## src/rtl/alu_pkg.sv

```systemverilog
// Shared ALU definitions: logic-op encodings and the sequential logic unit's FSM states.
package alu_pkg;

    localparam logic [1:0] OP_AND = 2'b00;
    localparam logic [1:0] OP_OR  = 2'b01;
    localparam logic [1:0] OP_XOR = 2'b10;
    localparam logic [1:0] OP_NOR = 2'b11;

    typedef enum logic [1:0] {
        StIdle = 2'b00,
        StBusy = 2'b01,
        StDone = 2'b10
    } state_e;

endpackage

```

## src/rtl/logic_slice.sv

```systemverilog
// Combinational W-bit bitwise logic slice (AND/OR/XOR/NOR) used by the sequential logic unit.
module logic_slice
    import alu_pkg::*;
#(
    parameter int unsigned W = 8
) (
    input  logic [W-1:0] a,
    input  logic [W-1:0] b,
    input  logic [1:0]   op,
    output logic [W-1:0] y
);

    always_comb begin
        y = '0;
        case (op)
            OP_AND:  y = a & b;
            OP_OR:   y = a | b;
            OP_XOR:  y = a ^ b;
            OP_NOR:  y = ~(a | b);
            default: y = '0;
        endcase
    end

endmodule

```

## src/rtl/logic_unit_seq.sv

```systemverilog
// Multi-cycle bitwise logic unit: evaluates one CHUNK-bit slice per cycle, LSB first,
// with valid/ready handshakes on both sides and a registered zero flag.
module logic_unit_seq
    import alu_pkg::*;
#(
    parameter int unsigned WIDTH = 32,
    parameter int unsigned CHUNK = 8
) (
    input  logic             clk,
    input  logic             rst_n,
    input  logic             in_valid,
    output logic             in_ready,
    input  logic [WIDTH-1:0] a,
    input  logic [WIDTH-1:0] b,
    input  logic [1:0]       op,
    output logic             out_valid,
    input  logic             out_ready,
    output logic [WIDTH-1:0] f,
    output logic             zero
);

    localparam int unsigned NCHUNK = (CHUNK >= 1) ? WIDTH / CHUNK : 1;
    localparam int unsigned CNT_W  = (NCHUNK > 1) ? $clog2(NCHUNK) : 1;
    localparam logic [CNT_W-1:0] CNT_LAST = CNT_W'(NCHUNK - 1);

    if (CHUNK < 1) begin : g_bad_chunk
        $error("logic_unit_seq: CHUNK must be at least 1");
    end else if (WIDTH % CHUNK != 0) begin : g_bad_div
        $error("logic_unit_seq: CHUNK must divide WIDTH");
    end

    state_e             state_q, state_d;
    logic [WIDTH-1:0]   a_q, b_q;
    logic [1:0]         op_q;
    logic [CNT_W-1:0]   cnt_q;
    logic [WIDTH-1:0]   f_q;
    logic               zero_q;

    logic               accept;
    logic               step;
    logic [31:0]        base;
    logic [CHUNK-1:0]   a_slice, b_slice, f_slice;

    assign base    = 32'(cnt_q) * 32'(CHUNK);
    assign a_slice = a_q[base +: CHUNK];
    assign b_slice = b_q[base +: CHUNK];

    logic_slice #(
        .W (CHUNK)
    ) u_slice (
        .a  (a_slice),
        .b  (b_slice),
        .op (op_q),
        .y  (f_slice)
    );

    always_comb begin
        state_d = state_q;
        accept  = 1'b0;
        step    = 1'b0;
        case (state_q)
            StIdle: begin
                if (in_valid) begin
                    accept  = 1'b1;
                    state_d = StBusy;
                end
            end
            StBusy: begin
                step = 1'b1;
                if (cnt_q == CNT_LAST) begin
                    state_d = StDone;
                end
            end
            StDone: begin
                if (out_ready) begin
                    state_d = StIdle;
                end
            end
            default: state_d = StIdle;
        endcase
    end

    always_ff @(posedge clk or negedge rst_n) begin
        if (!rst_n) begin
            state_q <= StIdle;
        end else begin
            state_q <= state_d;
        end
    end

    // Operands are captured once so the ports may change freely while busy.
    always_ff @(posedge clk or negedge rst_n) begin
        if (!rst_n) begin
            a_q  <= '0;
            b_q  <= '0;
            op_q <= OP_AND;
        end else if (accept) begin
            a_q  <= a;
            b_q  <= b;
            op_q <= op;
        end
    end

    always_ff @(posedge clk or negedge rst_n) begin
        if (!rst_n) begin
            cnt_q  <= '0;
            f_q    <= '0;
            zero_q <= 1'b0;
        end else if (accept) begin
            cnt_q  <= '0;
            zero_q <= 1'b1;
        end else if (step) begin
            f_q[base +: CHUNK] <= f_slice;
            zero_q             <= zero_q & ~(|f_slice);
            // Counter parks on the last slice rather than wrapping.
            if (cnt_q != CNT_LAST) begin
                cnt_q <= cnt_q + 1'b1;
            end
        end
    end

    assign in_ready  = (state_q == StIdle);
    assign out_valid = (state_q == StDone);
    assign f         = f_q;
    assign zero      = zero_q;

endmodule

```

## config.mk

```make
export PLATFORM = sky130hd
export DESIGN_NAME = logic_unit_seq
export DESIGN_NICKNAME = d
export VERILOG_FILES = /design/src/rtl/alu_pkg.sv /design/src/rtl/logic_slice.sv /design/src/rtl/logic_unit_seq.sv
export SDC_FILE = /design/constraint.sdc
export NUM_CORES = 1
export LEC_CHECK = 0
export BUFFER_PORTS_ARGS = -buffer_cell sky130_fd_sc_hd__buf_2
export CAP_MARGIN = 30
export CORE_MARGIN = 5
export CORE_UTILIZATION = 54
export CTS_BUF_LIST = sky130_fd_sc_hd__clkbuf_4 sky130_fd_sc_hd__clkbuf_8
export CTS_CLUSTER_SIZE = 24
export DETAILED_ROUTE_END_ITERATION = 16
export PLACE_DENSITY = 0.84
export SETUP_SLACK_MARGIN = 0.5
export SKIP_CTS_REPAIR_TIMING = 1
export SYNTH_ARGS = -nofsm -noshare
export SYNTH_HDL_FRONTEND = slang
export SYNTH_HIERARCHICAL = 1
export SYNTH_SLANG_ARGS = --single-unit
```

## constraint.sdc

```tcl
create_clock -name clk -period 3 [get_ports clk]
set_input_delay 0.15 -clock clk [delete_from_list [all_inputs] [get_ports clk]]
set_output_delay 0.15 -clock clk [all_outputs]
set_load 0.02 [all_outputs]
```

==> impl_metrics.env <==
export IMPL_r2r_slack_ps=570
export IMPL_grt_max_degree=64
export IMPL_core_area_um2=9110
export IMPL_avgSynthCellArea_um2=14.6
export IMPL_required_ps=3290
export IMPL_wl_um=10600
export IMPL_place_congestion=0.776
export IMPL_netlist_instances=341
export IMPL_hold_path_end="b_q[6]"
export IMPL_tightest_slew_ps=886
export IMPL_start_util=0.545
export IMPL_final_setup_tns_ps=0
export IMPL_fmax_ghz=0.411
export IMPL_synth_area_um2=4970
export IMPL_wl_per_cell_um=18.3
export IMPL_synth_warnings=6
export IMPL_hold_viol_final=0
export IMPL_antenna_found_initial=0
export IMPL_grt_pass1_wl_um=16900
export IMPL_worstSkewPairLatency_ps=370
export IMPL_cts_max_level=3
export IMPL_status="finished, final reports clean"
export IMPL_worstPathArrival_ps=2730
export IMPL_overflow=0
export IMPL_dieArea_um2=11200
export IMPL_grt_pass1_vias=3317
export IMPL_drt_iter0_drc=93
export IMPL_vias=3241
export IMPL_drive_gt1_frac=0.424
export IMPL_dr_wl_met3_um=682
export IMPL_worst_path_max_fanout=19
export IMPL_cts_tree="done"
export IMPL_top_layer_used="met4"
export IMPL_antenna_left=0
export IMPL_setup_violations=0
export IMPL_cts_root_buf="clkbuf_8"
export IMPL_fill_cells=686
export IMPL_timing_hold_ws_ps=4.21
export IMPL_r2r_start="cnt_q[0]"
export IMPL_met2WireLength_um=5470
export IMPL_hold_start="b[6]"
export IMPL_ys_seq_area_frac=0.519
export IMPL_rsz0062_at_grt="true"
export IMPL_ys_types=30
export IMPL_path_clk_slew_ps=100
export IMPL_final_cell_mix="dfrtp_1 (103), buf_2 (103), mux2_2 (38)"
export IMPL_dp_hpwl_um=7760
export IMPL_design_area_um2=5970
export IMPL_r2r_end="zero"
export IMPL_clockBufferDepth=2
export IMPL_ys_seq_elements=103
export IMPL_die_w_um=106
export IMPL_worstSetupStartpoint="cnt_q[0]"
export IMPL_dpl_cell_area_um2=5550
export IMPL_min_path_type="primary input to flip-flop"
export IMPL_io_pin_count=105
export IMPL_grt_util_all_layers=0.190
export IMPL_cp_end_kind="flip-flop"
export IMPL_fp_row_count=35
export IMPL_slew_violations=0
export IMPL_peakVddDrop_mv=0.580
export IMPL_maxCapViolCount=0
export IMPL_drcViolationCount=0
export IMPL_max_slew_margin=0.410
export IMPL_total_leakage_power_nw=2.89
export IMPL_firstDrtPassIters=4
export IMPL_hold_depth=2
export IMPL_crit_path_start_kind="flip-flop"
export IMPL_rr_worst_depth=9
export IMPL_fin_crit_ps=2430
export IMPL_wl_met1_um=4250
export IMPL_fin_skew_ps=14.3
export IMPL_fp_dieH_um=106
export IMPL_crit_type="flip-flop to flip-flop"
export IMPL_areaGrowthSynthToFinish_pct=20.2
export IMPL_numPortBuffers=104
export IMPL_numCtsBuffers=9
export IMPL_vias_per_cell=5.61
export IMPL_cts_sinks=103
export IMPL_layout_nets=553
export IMPL_p_per_area_nw_per_um2=1170
export IMPL_finalCritPeriodShare=0.811
export IMPL_antenna_cells=0
export IMPL_syn_nets=432
==> state kept, by name (all words and copies together) (netlist names) <==
signal and flops:
zero 1, f 32, a_q 32, state_q 2, b_q 32, cnt_q 2, op_q 2
==> critical path: stages, from the launching register on <==
cell     delay, ps
dfrtp_1        380
buf_12         200
mux4_2         560
inv_1           80
ha_1           240
mux2i_2        240
mux2i_4        160
nor4_2         300
a21oi_1        100
nor2_1         100
==> area by class of cell <==
| class | instances | area (µm²) | share of cell area |
|---|---|---|---|
| multi-input cells | 200 | 2230 | 0.374 |
| clock inverters | 5 | 41.3 | 0.00692 |
| clock buffers | 11 | 145 | 0.0243 |
| repair buffers | 128 | 758 | 0.127 |
| inverters | 20 | 75.1 | 0.0126 |
| flip-flops and latches | 103 | 2580 | 0.432 |
| well taps | 111 | 139 | 0.0233 |
==> cells in the mapped netlist <==
library cell	number	area, µm²
nand3b_1	1	7.51
a21oi_1	2	10.0
clkbuf_1	2	7.51
ha_1	21	263
buf_6	5	56.3
nor4b_4	1	23.8
clkbuf_2	2	10.0
buf_2	5	25.0
nand3b_4	2	40.0
xor2_1	8	70.1
inv_1	20	75.1
o21bai_1	1	7.51
a22o_1	29	254
mux4_2	16	360
nor3b_2	1	12.5
nand3b_2	1	11.3
nand4bb_1	1	11.3
mux2i_1	16	160
mux2_1	29	327
buf_12	1	20.0
nand2b_1	3	18.8
nor2_2	1	6.26
nor4_4	2	42.5
mux2_2	38	428
nor4_1	4	25.0
nor2_1	4	15.0
nand2_1	12	45.0
buf_4	3	22.5
dfrtp_1	103	2580
o21ai_0	7	35.0
==> cell families (layout without fill, tap and decap cells) <==
logic type / after synthesis / count (layout) / synth area share
AO/OA/AOI/OAI: 39 / 39 / 0.0617
XOR/XNOR: 8 / 8 / 0.0141
adder cells (fa/ha/maj): 21 / 21 / 0.0529
buffers and inverters: 38 / 164 / 0.0436
flip-flops: 103 / 103 / 0.519
multiplexers: 99 / 99 / 0.257
AND/OR/NAND/NOR: 33 / 33 / 0.0521
==> worst max-delay path by stage <==
stage          slack (ps)   end  cells after the start
5_1_grt               460  zero                      9
3_3_place_gp          490  zero                      9
3_5_place_dp          430  zero                      9
4_1_cts               400  zero                      9
6_report              570  zero                      9
2_1_floorplan         590  zero                     10
==> layer usage <==
layer,GRT usage,vias to the layer above
met2,0.316,106
li1,-,1479
met5,0,-
met4,0.0509,0
met1,0.248,1641
met3,0.0516,15
==> where the power goes <==
part           switching, mW  internal (mW)
Clock                  0.487          0.343
Sequential             0.479           2.02
Combinational           1.94           1.74
==> metrics by stage <==
step	util	setup slack [ps]	total power, mW	std cells
floorplan	-	591	5.01	341
global placement	0.609	488	5.72	545
detailed placement	0.609	433	5.91	545
CTS	0.629	403	6.74	561
global route	0.655	457	7.50	578
finish	0.655	568	7.01	578
No activity file was read; power rests on OpenSTA's default activity.
